File: config.mk
export PLATFORM = sky130hd
export DESIGN_NAME = mc_sequencer_flat
export DESIGN_NICKNAME = d
export VERILOG_FILES = /design/src/rtl/mc_pkg.sv /design/src/rtl/mc_if.sv /design/src/rtl/mc_retire_cnt.sv /design/src/rtl/mc_sequencer.sv /design/src/flat_wrapper.sv
export SDC_FILE = /design/constraint.sdc
export NUM_CORES = 1
export LEC_CHECK = 0
export ABC_AREA = 1
export BUFFER_PORTS_ARGS = -buffer_cell sky130_fd_sc_hd__buf_2
export CELL_PAD_IN_SITES_DETAIL_PLACEMENT = 0
export CELL_PAD_IN_SITES_GLOBAL_PLACEMENT = 1
export CORE_AREA = 2 2 93 95
export CTS_CLUSTER_SIZE = 14
export DETAILED_ROUTE_END_ITERATION = 7
export DIE_AREA = 0 0 95 97
export PLACE_DENSITY = 0.84
export SLEW_MARGIN = 25
export SYNTH_ARGS = -nofsm -noshare
export SYNTH_HDL_FRONTEND = slang
export SYNTH_SLANG_ARGS = --single-unit
export TNS_END_PERCENT = 100
File: constraint.sdc
create_clock -name clk -period 2.3 [get_ports clk]
set_input_delay 0.46 -clock clk [delete_from_list [all_inputs] [get_ports clk]]
set_output_delay 0.46 -clock clk [all_outputs]
set_load 0.02 [all_outputs]
File: src/rtl/mc_pkg.sv
// Shared types and constants for the multi-cycle sequencer: state encoding,
// decoded-op bit positions and op classification helpers.
package mc_pkg;

  typedef enum logic [2:0] {
    IDLE   = 3'd0,
    FETCH  = 3'd1,
    DECODE = 3'd2,
    EXEC   = 3'd3,
    MEM    = 3'd4,
    WB     = 3'd5,
    TRAP   = 3'd6
  } state_t;

  localparam int OP_W   = 31;
  localparam int OP_LW  = 24;
  localparam int OP_SW  = 25;
  localparam int OP_BNE = 26;
  localparam int OP_BEQ = 27;
  localparam int OP_J   = 28;
  localparam int OP_JAL = 29;
  localparam int OP_JR  = 30;

  // Branches and jumps finish in EXEC; they never touch memory or WB.
  function automatic logic is_ctrl(input logic [OP_W-1:0] op);
    return op[OP_BNE] | op[OP_BEQ] | op[OP_J] | op[OP_JAL] | op[OP_JR];
  endfunction

  function automatic logic is_mem(input logic [OP_W-1:0] op);
    return op[OP_LW] | op[OP_SW];
  endfunction

endpackage

File: src/rtl/mc_if.sv
// Bundle of sequencer control, memory handshake and status signals.
interface mc_if #(parameter int CNT_W = 32) ();

  logic                    run;
  logic [mc_pkg::OP_W-1:0] op;
  logic                    zero;
  logic                    im_ack;
  logic                    dm_ack;
  logic                    im_req;
  logic                    ir_we;
  logic                    pc_we;
  logic                    rf_w;
  logic                    dm_req;
  logic                    dm_w;
  logic                    dm_r;
  logic                    retired;
  logic [CNT_W-1:0]        retire_cnt;
  logic                    illegal;
  mc_pkg::state_t          state;

  modport master (
    input  run, op, zero, im_ack, dm_ack,
    output im_req, ir_we, pc_we, rf_w, dm_req, dm_w, dm_r,
           retired, retire_cnt, illegal, state
  );

  modport slave (
    output run, op, zero, im_ack, dm_ack,
    input  im_req, ir_we, pc_we, rf_w, dm_req, dm_w, dm_r,
           retired, retire_cnt, illegal, state
  );

endinterface

File: src/rtl/mc_retire_cnt.sv
// Retired-instruction counter; wraps modulo 2^CNT_W.
module mc_retire_cnt #(
  parameter int CNT_W = 32
) (
  input  logic             clk,
  input  logic             rst_n,
  input  logic             inc,
  output logic [CNT_W-1:0] cnt
);

  logic [CNT_W-1:0] cnt_reg;

  always_ff @(posedge clk or negedge rst_n) begin
    if (!rst_n) begin
      cnt_reg <= '0;
    end else if (inc) begin
      cnt_reg <= cnt_reg + CNT_W'(1);
    end
  end

  assign cnt = cnt_reg;

endmodule

File: src/rtl/mc_sequencer.sv
// Multi-cycle instruction sequencer: steps each instruction through
// FETCH/DECODE/EXEC/MEM/WB and drives the state-dependent datapath enables.
module mc_sequencer
  import mc_pkg::*;
#(
  parameter int CNT_W = 32
) (
  input  logic  clk,
  input  logic  rst_n,
  mc_if.master  bus
);

  state_t state_reg;
  state_t state_next;
  logic   im_req_reg;
  logic   pc_we_reg;
  logic   rf_w_reg;
  logic   dm_req_reg;
  logic   dm_w_reg;
  logic   dm_r_reg;
  logic   illegal_reg;
  logic   retire;
  logic   op_onehot;

  logic [OP_W-1:0] multi_bit;

  // A bit flags "multiple hot" when it is set alongside any other bit.
  genvar gi;
  generate
    for (gi = 0; gi < OP_W; gi++) begin : g_onehot
      localparam logic [OP_W-1:0] OTHERS = ~(OP_W'(1) << gi);
      assign multi_bit[gi] = bus.op[gi] & (|(bus.op & OTHERS));
    end
  endgenerate

  assign op_onehot = (|bus.op) & ~(|multi_bit);

  always_comb begin
    state_next = state_reg;
    retire     = 1'b0;
    unique case (state_reg)
      IDLE:   if (bus.run) state_next = FETCH;
      FETCH:  if (bus.im_ack) state_next = DECODE;
      DECODE: state_next = op_onehot ? EXEC : TRAP;
      EXEC: begin
        if (is_mem(bus.op)) begin
          state_next = MEM;
        end else if (is_ctrl(bus.op)) begin
          retire     = 1'b1;
          state_next = bus.run ? FETCH : IDLE;
        end else begin
          state_next = WB;
        end
      end
      MEM: begin
        if (bus.dm_ack) begin
          if (dm_w_reg) begin
            retire     = 1'b1;
            state_next = bus.run ? FETCH : IDLE;
          end else begin
            state_next = WB;
          end
        end
      end
      WB: begin
        retire     = 1'b1;
        state_next = bus.run ? FETCH : IDLE;
      end
      TRAP:    state_next = TRAP;
      default: state_next = IDLE;
    endcase
  end

  // Moore strobes are decoded from the next state so they are glitch-free
  // registers that line up with the state they belong to.
  always_ff @(posedge clk or negedge rst_n) begin
    if (!rst_n) begin
      state_reg   <= IDLE;
      im_req_reg  <= 1'b0;
      pc_we_reg   <= 1'b0;
      rf_w_reg    <= 1'b0;
      dm_req_reg  <= 1'b0;
      dm_w_reg    <= 1'b0;
      dm_r_reg    <= 1'b0;
      illegal_reg <= 1'b0;
    end else begin
      state_reg   <= state_next;
      im_req_reg  <= (state_next == FETCH);
      pc_we_reg   <= (state_next == EXEC);
      rf_w_reg    <= (state_next == WB) ||
                     ((state_next == EXEC) && bus.op[OP_JAL]);
      dm_req_reg  <= (state_next == MEM);
      illegal_reg <= (state_next == TRAP);
      // Direction is captured on MEM entry and frozen until MEM is left.
      if (state_next == MEM) begin
        if (state_reg != MEM) begin
          dm_w_reg <= bus.op[OP_SW];
          dm_r_reg <= bus.op[OP_LW];
        end
      end else begin
        dm_w_reg <= 1'b0;
        dm_r_reg <= 1'b0;
      end
    end
  end

  mc_retire_cnt #(.CNT_W(CNT_W)) u_retire_cnt (
    .clk   (clk),
    .rst_n (rst_n),
    .inc   (retire),
    .cnt   (bus.retire_cnt)
  );

  assign bus.state   = state_reg;
  assign bus.im_req  = im_req_reg;
  assign bus.ir_we   = (state_reg == FETCH) & bus.im_ack;
  assign bus.pc_we   = pc_we_reg;
  assign bus.rf_w    = rf_w_reg;
  assign bus.dm_req  = dm_req_reg;
  assign bus.dm_w    = dm_w_reg;
  assign bus.dm_r    = dm_r_reg;
  assign bus.retired = retire;
  assign bus.illegal = illegal_reg;

endmodule

File: src/flat_wrapper.sv
// flat-port wrapper written by rule: the top's interface ports become plain ports
module mc_sequencer_flat import mc_pkg::*;
#(
  parameter int CNT_W = 32
)
  (clk, rst_n, bus_run, bus_op, bus_zero, bus_im_ack, bus_dm_ack, bus_im_req, bus_ir_we, bus_pc_we, bus_rf_w, bus_dm_req, bus_dm_w, bus_dm_r, bus_retired, bus_retire_cnt, bus_illegal, bus_state);
  mc_if #(.CNT_W(CNT_W)) bus_i ();
  input  logic clk;
  input  logic rst_n;
  input wire logic [$bits(bus_i.run)-1:0] bus_run;
  input wire logic [$bits(bus_i.op)-1:0] bus_op;
  input wire logic [$bits(bus_i.zero)-1:0] bus_zero;
  input wire logic [$bits(bus_i.im_ack)-1:0] bus_im_ack;
  input wire logic [$bits(bus_i.dm_ack)-1:0] bus_dm_ack;
  output wire logic [$bits(bus_i.im_req)-1:0] bus_im_req;
  output wire logic [$bits(bus_i.ir_we)-1:0] bus_ir_we;
  output wire logic [$bits(bus_i.pc_we)-1:0] bus_pc_we;
  output wire logic [$bits(bus_i.rf_w)-1:0] bus_rf_w;
  output wire logic [$bits(bus_i.dm_req)-1:0] bus_dm_req;
  output wire logic [$bits(bus_i.dm_w)-1:0] bus_dm_w;
  output wire logic [$bits(bus_i.dm_r)-1:0] bus_dm_r;
  output wire logic [$bits(bus_i.retired)-1:0] bus_retired;
  output wire logic [$bits(bus_i.retire_cnt)-1:0] bus_retire_cnt;
  output wire logic [$bits(bus_i.illegal)-1:0] bus_illegal;
  output wire logic [$bits(bus_i.state)-1:0] bus_state;
  assign bus_i.run = bus_run;
  assign bus_i.op = bus_op;
  assign bus_i.zero = bus_zero;
  assign bus_i.im_ack = bus_im_ack;
  assign bus_i.dm_ack = bus_dm_ack;
  assign bus_im_req = bus_i.im_req;
  assign bus_ir_we = bus_i.ir_we;
  assign bus_pc_we = bus_i.pc_we;
  assign bus_rf_w = bus_i.rf_w;
  assign bus_dm_req = bus_i.dm_req;
  assign bus_dm_w = bus_i.dm_w;
  assign bus_dm_r = bus_i.dm_r;
  assign bus_retired = bus_i.retired;
  assign bus_retire_cnt = bus_i.retire_cnt;
  assign bus_illegal = bus_i.illegal;
  assign bus_state = bus_i.state;
  mc_sequencer #(.CNT_W(CNT_W)) u_core (.clk(clk), .rst_n(rst_n), .bus(bus_i));
endmodule
# Yosys cells after proc, flatten, opt, wreduce, memory -nomap -nowiden
# Cells that the tools add are included.
# Widths: inputs -> output; s select.
[op_classes]
add_sub_neg = 1
eq_ne = 13
mux = 18
bitwise_logic = 39
reduce_logical = 36
[ops]
columns = ["op", "count"]
rows = [
  ["$reduce_or 30->1", 31],
  ["$reduce_or 31->1", 2],
  ["$and 1x1->1", 33],
  ["$add 32x1->32 const B", 1],
  ["$mux 3", 7],
  ["$pmux 3 s7", 1],
  ["$eq 3x3->1 const B", 6],
  ["$eq 3x2->1 const B", 3],
  ["$mux 1", 9],
  ["$eq 3x1->1 const B", 2],
  ["$or 1x1->1", 5],
  ["$logic_not 3->1", 1],
  ["$ne 3x3->1 const B", 1],
  ["$pmux 1 s3", 1],
  ["$ne 2x2->1 const B", 1],
  ["$logic_and 1x1->1", 1],
  ["$logic_or 1x1->1", 1],
  ["$not 1->1", 1],
]
[totals]
reg_bits = 42
input_bits = 37
out_inout_bits = 44
elab_cells = 116

# Depth between registers and ports, before layout
# Gate-level depths: netlist of run 1.
[logic_depth]
word_depth = 10
mapped_depth = 15
depth_no_buf = 15

# Cells and area by module
# Synthesis of run 1 repeated with hierarchy kept, for this count alone.
[hier_totals]
hier_cells = 501
hier_area_um2 = 3215.6
[by_module_without_submodules]
columns = ["mod", "instances", "cells_per_inst", "area_per_inst_um2", "seq_area_each_um2"]
rows = [
  ["mc_retire_cnt", 1, 229, 1761.7, 800.8],
  ["mc_sequencer", 1, 272, 1453.9, 250.2],
]

# Worst setup path before layout of run 1
# OpenSTA, ideal clock, no wires.
[synth_path]
path_type = "register to register"
from = "register u_core.state_reg[2] (netlist: u_core.bus.state[2])"
to = "register u_core.u_retire_cnt.cnt_reg[29] (netlist: u_core.u_retire_cnt.cnt[29])"
setup_ns = 0.080
arrival_time_ns = 1.764
required_time_ns = 2.220
setup_slack_ns = 0.456
path_stages_with_launch = 12
n_path_buf = 0
period_less_slack_ns = 1.844
cell_sequence = "dfrtp_1 > inv_2 > nor3_4 > nand2_1 > nand2_1 > nor2_2 > inv_4 > nand2_2 > nor3_4 > nand4_1 > nor2_1 > xor2_1"
[synth_via]
elab_chain_len = 2
word_cells_on_any_way = 4
cone_classes = "3 x eq/ne; 1 x mux"
[synth_lines]
columns = ["element", "line", "text"]
rows = [
  ["from (decl)", "mc_sequencer.sv:13", "state_t state_reg;"],
  ["from (signal assigned)", "mc_sequencer.sv:87", "state_reg <= state_next;"],
  ["$eq 3x3->1 or $eq 3x2->1 (tied branches)", "mc_sequencer.sv:41", "unique case (state_reg)"],
  ["$pmux 1 s3 (*)", "mc_sequencer.sv:41", ""],
  ["via bus_retired", "flat_wrapper.sv:22", "output wire logic [$bits(bus_i.retired)-1:0] bus_retired;"],
  ["to (signal assigned)", "mc_retire_cnt.sv:17", "cnt_reg <= cnt_reg + CNT_W'(1);"],
  ["to (decl)", "mc_retire_cnt.sv:11", "logic [CNT_W-1:0] cnt_reg;"],
]
# The timed path passes the listed nets; every way through them passes the cells marked *.
# A chain may end at the register's enable or synchronous reset.

# Worst setup path after layout of run 1
[layout_path]
from = "register u_core.state_reg[1] (netlist: u_core.bus.state[1])"
to = "output bus_retired"
[layout_via]
elab_chain_len = 2
word_cells_on_any_way = 4
cone_classes = "3 x eq/ne; 1 x mux"
[layout_lines]
columns = ["element", "line"]
rows = [
  ["$eq 3x3->1 or $eq 3x2->1 (tied branches)", "mc_sequencer.sv:41"],
  ["$pmux 1 s3 (*)", "mc_sequencer.sv:41"],
  ["to (decl)", "flat_wrapper.sv:22"],
]
# Every way passes the cells marked *; elsewhere a longest branch is shown, timed or not.

==> results.cfg, run 1 <==
[logic_synthesis]
yosysWarnings = 0
syn-instance-count = 431
ys_seq_area_share_pct = 35.2
synthDominantCellAreaShare_pct = 35.2
syn_avg_cell_area_um2 = 6.93
synth.area.mux_share_pct = 0
syn-num-nets = 469
synth_cell_types = 29
syn_area_um2 = 2990
synth_top_area_cell = dfrtp_1
synth-xor-area-share_pct = 9.09
synthAdderAreaFrac_pct = 0.419
yosys.area_share.simple_pct = 43.8
synth-seq-cells = 42
synth_top_family_by_area = simple AND/OR/NAND/NOR gates
synth-compound-area-share_pct = 5.28
synth_top_cells_by_area = dfrtp_1, nand2_1, nor2_1

[global_route]
grt_usage_pct = 16.9
grt_start_max_net_pins = 19
grt_pass1_wl_mm = 12.7
grt_overflow = 0
grt_pass1_vias = 2794
grt_antenna_before_repair = 0

[pwr]
irDropWorstVdd_uv = 540
p_per_area_nw_per_um2 = 622
p_leak_nw = 1.80

[final_layout]
final_core_util_pct = 44.9
largest_register_ffs = 32
seq_area_um2 = 1050
drive_gt1_share_pct = 24.0
n_antenna_cell = 0
area_growth_pct = 22.3
fin_nets = 562
fillers = 858
multiInputGateArea_um2 = 1750

[drt]
vias = 3015
drt-pass1-iter-count = 4
viasPerCell = 4.79
routed_wl_mm = 7.46
drt_iter0_drc = 146
ant_nets = 0
wl_per_cell_um = 11.8
drcViolationCount = 0

[placed_design]
io_buffers = 79
gp_congestion = 0.875
place_ws_ns = -0.0132
hpwlAfterDp_mm = 6.26

[floorplanning]
num_rows = 33
die_x_um = 95
ioPinCount = 81
core_area_um2 = 8130
initial_core_util_pct = 36.7
die_h_um = 97
dieArea_um2 = 9220

[critical_path]
end_kind = output pin
path_cells = inv_1 > nand3_1 > nand2_1 > nor2_2 > inv_4 > buf_2
worstReg2RegEnd = u_core.u_retire_cnt.cnt[29]
rr_worst_depth = 11
reg2reg_from = u_core.bus.state[2]
regToRegSetupSlack_ns = 0.25
cp_slowest_cell = dfrtp_1
critPathKind = reg2out
crit_path_start = u_core.bus.state[1]
crit_fanout = 8
arrival_ns = 1.68
cp-start-kind = register
crit_path_end = bus_retired
critPathMaxStageDelay_ns = 0.49
crit_required_ns = 1.84

[clock_network]
cts_buffer_depth = 2
clkTransAtPathRegs_ns = 0.09
postCtsResizedCells = 0
clk_latency_ns = 0.30
cts.sinks = 42
htree_levels = 2
cts_buffers = 5
cts_root_buffer = clkbuf_8
cts_tree = yes
cts_setup_buffers = 0
holdBufCountCts = 0

[sta]
fin_ws_ns = 0.155
finalHoldViolations = 0
fin_skew_ns = 0.0111
holdWs_ns = 0.000394
maxSlewHeadroom_pct = 66.1
finalMaxSlewViolations = 0
setup_viol = 0
post-route-period-util_pct = 93.3
min_period_ns = 2.14
worst_slew_pin_slew_ns = 0.496
max_freq_mhz = 466
grt_setup_unrepaired = no
setup_tns_ns = 0

[outcome]
status = complete, no violations

[hold_path]
hp-class = in2async

[flow_run]
drv_cap = 0
==> worst min-delay path by stage <==
| stage | endpoint | slack, ns | depth (start not counted) |
|---|---|---|---|
| finish | u_core.u_retire_cnt.cnt[6] | 0.0004 | 1 |
| CTS | u_core.u_retire_cnt.cnt[6] | 0.0007 | 1 |
| global route | u_core.u_retire_cnt.cnt[6] | 0.01 | 1 |
| detailed placement | u_core.u_retire_cnt.cnt[6] | 0.33 | 1 |
| floorplan | u_core.bus.dm_r | 0.16 | 0 |
| global placement | u_core.u_retire_cnt.cnt[6] | 0.32 | 1 |
==> power by group <==
| part | switching (W) | internal, W | leakage, nW |
|---|---|---|---|
| sequential | 0.000124 | 0.000842 | 0.535 |
| clock | 0.000264 | 0.000214 | 0.0452 |
| combinational | 0.000554 | 0.000273 | 1.22 |
| total | 0.000942 | 0.00133 | 1.80 |
==> kinds of logic after synthesis <==
group	count (synthesis)
flops	42
xor+xnor	31
fa+ha+maj	1
buf+inv	49
compound gates	29
simple gates	279
==> synthesized netlist by cell type <==
library cell / n
inv_2: 2
nand3_2: 1
xor2_1: 15
o21bai_1: 1
nand4_1: 13
nor4_1: 1
nor3_4: 2
ha_1: 1
nor2_2: 9
nand4_4: 1
or2_2: 1
nor4_2: 1
nor3_1: 13
inv_1: 46
o21ai_0: 22
nand3_1: 29
a21oi_1: 3
nand3b_1: 2
nor2_1: 76
nand2_1: 115
dfrtp_1: 42
a2111oi_0: 1
nand2_2: 5
xnor2_1: 16
nor2_4: 9
o21ai_2: 1
a21boi_0: 1
inv_4: 1
or3_1: 1
==> metal layers <==
layer / share of wire (%) / global-route usage, % / wire, µm / vias to the layer above
met3: 4.9 / 3.43 / 367 / 8
met1: 47 / 23.5 / 3530 / 1378
met2: 47 / 27.2 / 3520 / 70
met4: 0.66 / 3.34 / 49 / 0
met5: 0 / 0 / 0 / -
li1: - / - / - / 1559
==> through the flow <==
| step | std cells | cell area (µm²) | total power [W] |
|---|---|---|---|
| 2_1_floorplan | 431 | 2990 | 0.00150 |
| 3_3_place_gp | 622 | 3570 | 0.00180 |
| 3_5_place_dp | 622 | 3570 | 0.00181 |
| 4_1_cts | 630 | 3650 | 0.00229 |
| 5_1_grt | 630 | 3650 | 0.00243 |
| 6_report | 630 | 3650 | 0.00227 |
==> placed cells by master (no fill, tap or decap), types with 2 or more instances in the layout <==
| master | Yosys | layout |
|---|---|---|
| nor3_4 | 2 | 2 |
| nand3b_1 | 2 | 2 |
| nor3_1 | 13 | 13 |
| nand4_1 | 13 | 13 |
| nand2_1 | 115 | 115 |
| dfrtp_1 | 42 | 42 |
| xnor2_1 | 16 | 16 |
| nor2_4 | 9 | 9 |
| inv_2 | 2 | 2 |
| clkbuf_8 | 0 | 5 |
| inv_1 | 46 | 46 |
| nor2_2 | 9 | 9 |
| xor2_1 | 15 | 15 |
| nand3_1 | 29 | 29 |
| o21ai_0 | 22 | 22 |
| a21oi_1 | 3 | 3 |
| buf_2 | 0 | 79 |
| nor2_1 | 76 | 76 |
| buf_4 | 0 | 7 |
| nand2_2 | 5 | 5 |
==> final cells by class <==
cell class | count | share of cell area, %
flip-flops and latches | 42 | 28.8
inverters | 49 | 5.10
clock buffers | 6 | 1.99
well taps | 105 | 3.60
multi-input cells | 340 | 47.9
clock inverters | 2 | 0.377
repair buffers | 86 | 12.3
==> critical path: cells and delay by family, from the launching register on <==
family | cells | cell delay, ns
buffers and inverters | 3 | 0.41
and+or+nand+nor | 3 | 0.47
DFF | 1 | 0.49
Note: power is estimated with default switching activity, not from simulation.
==> run 2, diff against run 1 <==
- ABC_AREA: 1 -> unset
- CORE_AREA: 2 2 93 95 -> 2 2 87 89
- DIE_AREA: 0 0 95 97 -> 0 0 89 91
- PLACE_DENSITY: 0.84 -> 0.83
==> run 2 against run 1 <==
The run now ends with setup timing left. Die area fell by 12%. Total power rose by 3.1%. Via count fell by 5.0%. Critical path type is now in2reg.
==> results.cfg, run 2 <==
[outcome]
status = complete, but fails checks
violations = setup timing

[floorplanning]
initial_core_util_pct = 37.4
die_x_um = 89
ioPinCount = 81
dieArea_um2 = 8100
num_rows = 31
die_h_um = 91
core_area_um2 = 7140

[logic_synthesis]
yosysWarnings = 0
synth_top_cells_by_area = dfrtp_1, xnor2_1, xor2_1
syn-instance-count = 290
syn-num-nets = 328
synth-seq-cells = 42
synth_cell_types = 58
ys_seq_area_share_pct = 39.4
syn_area_um2 = 2670
ys.flop_type = dfrtp_1
synth_top_family_by_area = simple AND/OR/NAND/NOR gates
synth.area.mux_share_pct = 1.59
synth_commonest_cells = dfrtp_1, nor2_1, nand2_1, xnor2_1, xor2_1
synth_top_area_cell = dfrtp_1
synth-compound-area-share_pct = 15.4
synth-xor-area-share_pct = 10.2
yosys.area_share.simple_pct = 30.1
syn_avg_cell_area_um2 = 9.20
synth-edff-count = 0
synth-async-reset-ratio_pct = 100
synth.most_common_cell = dfrtp_1
synthAdderAreaFrac_pct = 0.469
synthDominantCellAreaShare_pct = 39.4

[clock_network]
cts_root_buffer = clkbuf_8
holdBufCountCts = 0
cts.sinks = 42
clkTransAtPathRegs_ns = 0.09
clk_latency_ns = 0.29
cts_tree = yes
cts_buffer_depth = 2
htree_levels = 2
cts_buffers = 5

[sta]
max_freq_mhz = 404
setup_viol = 4
finalMaxSlewViolations = 0
finalHoldViolations = 0
holdWs_ns = 0.222
fin_ws_ns = -0.178
maxSlewHeadroom_pct = 65.6
worst_slew_pin_slew_ns = 0.515
min_period_ns = 2.48
grt_setup_unrepaired = yes
post-route-period-util_pct = 108
fin_skew_ns = 0.0144
setup_tns_ns = -0.668

[critical_path]
arrival_ns = 2.64
critical-path-top-delay-family = simple AND/OR/NAND/NOR gates
end_kind = register
cp_slowest_cell = or4_4
crit_fanout = 6
critPathMaxStageDelay_ns = 0.52
cp_common_cell = or4_4
cp-start-kind = primary input
path_cells = buf_8 > or4_4 > or4_4 > o2bb2ai_2 > or4_4 > nor4b_4 > a21oi_1
crit_required_ns = 2.46
critPathKind = in2reg
crit_buf_inv = 1

[final_layout]
n_antenna_cell = 0
fin_nets = 482
final_cell_mix = buf_2, buf_4, dfrtp_1, nor2_1
fin_area_um2 = 3940
final_core_util_pct = 55.2
drive_gt1_share_pct = 44.9
largest_register_ffs = 32
fillers = 698
area_growth_pct = 47.7
layout_commonest_cell = buf_2

[drt]
vias = 2863
wl_per_cell_um = 13.7
viasPerCell = 5.26
ant_nets = 0
drt_iter0_drc = 87
drcViolationCount = 0
routed-wl-met3_um = 441
drt-pass1-iter-count = 4
dr.max_layer_used = met4
routed_wl_mm = 7.47
drt-met1-wl_mm = 3.15
routed-wl-met2_mm = 3.83

[global_route]
grt_pass1_vias = 2728
grt_start_max_net_pins = 43
grt_usage_pct = 18.4
grt_pass1_wl_mm = 12.1
grt_overflow = 0
grt_antenna_before_repair = 0

[pwr]
p_leak_nw = 1.89
p_per_area_nw_per_um2 = 594
irDropWorstVdd_uv = 315

[placed_design]
io_buffers = 79
hpwlAfterDp_mm = 5.90
place_area_um2 = 3740
place_ws_ns = -0.472
gp_congestion = 0.870

[flow_run]
drv_cap = 0

[hold_path]
hp-class = in2async
-- run 2: cell families (layout without fill, tap and decap cells) --
logic type,after synthesis,count (layout)
simple gates,139,139
compound gates,55,55
flops,42,42
xor+xnor,31,31
buf+inv,18,173
mux,4,4
fa+ha+maj,1,1
-- run 2: power by group --
| part | total [W] | switching, W | internal [W] | leakage, nW |
|---|---|---|---|---|
| Combinational | 0.000922 | 0.000521 | 0.000401 | 1.29 |
| Clock | 0.000487 | 0.000246 | 0.000241 | 0.0472 |
| Sequential | 0.000932 | 0.0000915 | 0.000841 | 0.551 |
| Total | 0.00234 | 0.000858 | 0.00148 | 1.89 |
-- run 2: final timing paths --
kind,from,to,slack (ns),depth (start not counted)
setup / recovery,bus_op[16],u_core.bus.illegal,-0.18,7
hold / removal,rst_n,u_core.u_retire_cnt.cnt[31],0.22,2
setup reg to reg,u_core.bus.state[2],u_core.u_retire_cnt.cnt[26],0.18,6
hold reg to reg,u_core.u_retire_cnt.cnt[31],u_core.u_retire_cnt.cnt[31],0.47,1
max in group asynchronous,rst_n,u_core.bus.dm_r,1.72,2
min in group clk,u_core.u_retire_cnt.cnt[31],u_core.u_retire_cnt.cnt[31],0.47,1
-- run 2: layout make-up --
cell class	count	area, µm²	share of cell area, %
clock buffers	6	82.6	2.10
clock inverters	2	12.5	0.317
inverters	9	33.8	0.857
multi-input cells	230	1640	41.7
flip-flops and latches	42	1050	26.7
well taps	99	124	3.14
repair buffers	156	996	25.3
-- run 2: routing by layer --
metal / GRT usage (%) / up-vias
met3: 3.45 / 4
met2: 31.2 / 87
li1: - / 1403
met1: 23.4 / 1369
met4: 5.60 / 0
met5: 0 / -
-- run 2: metrics by stage --
step                      total power [W]  cells
after floorplan                   0.00145    290
after global placement            0.00183    535
after detailed placement          0.00184    535
after CTS                         0.00234    543
after global routing              0.00249    544
final                             0.00234    544
-- run 2: repair_timing --
| action | CTS | global route |
|---|---|---|
| buffers inserted | 0 | 2 |
| pin swaps | 2 | 12 |
| gates resized for setup | 8 | 12 |
| endpoints found under the setup margin | 5 | 8 |
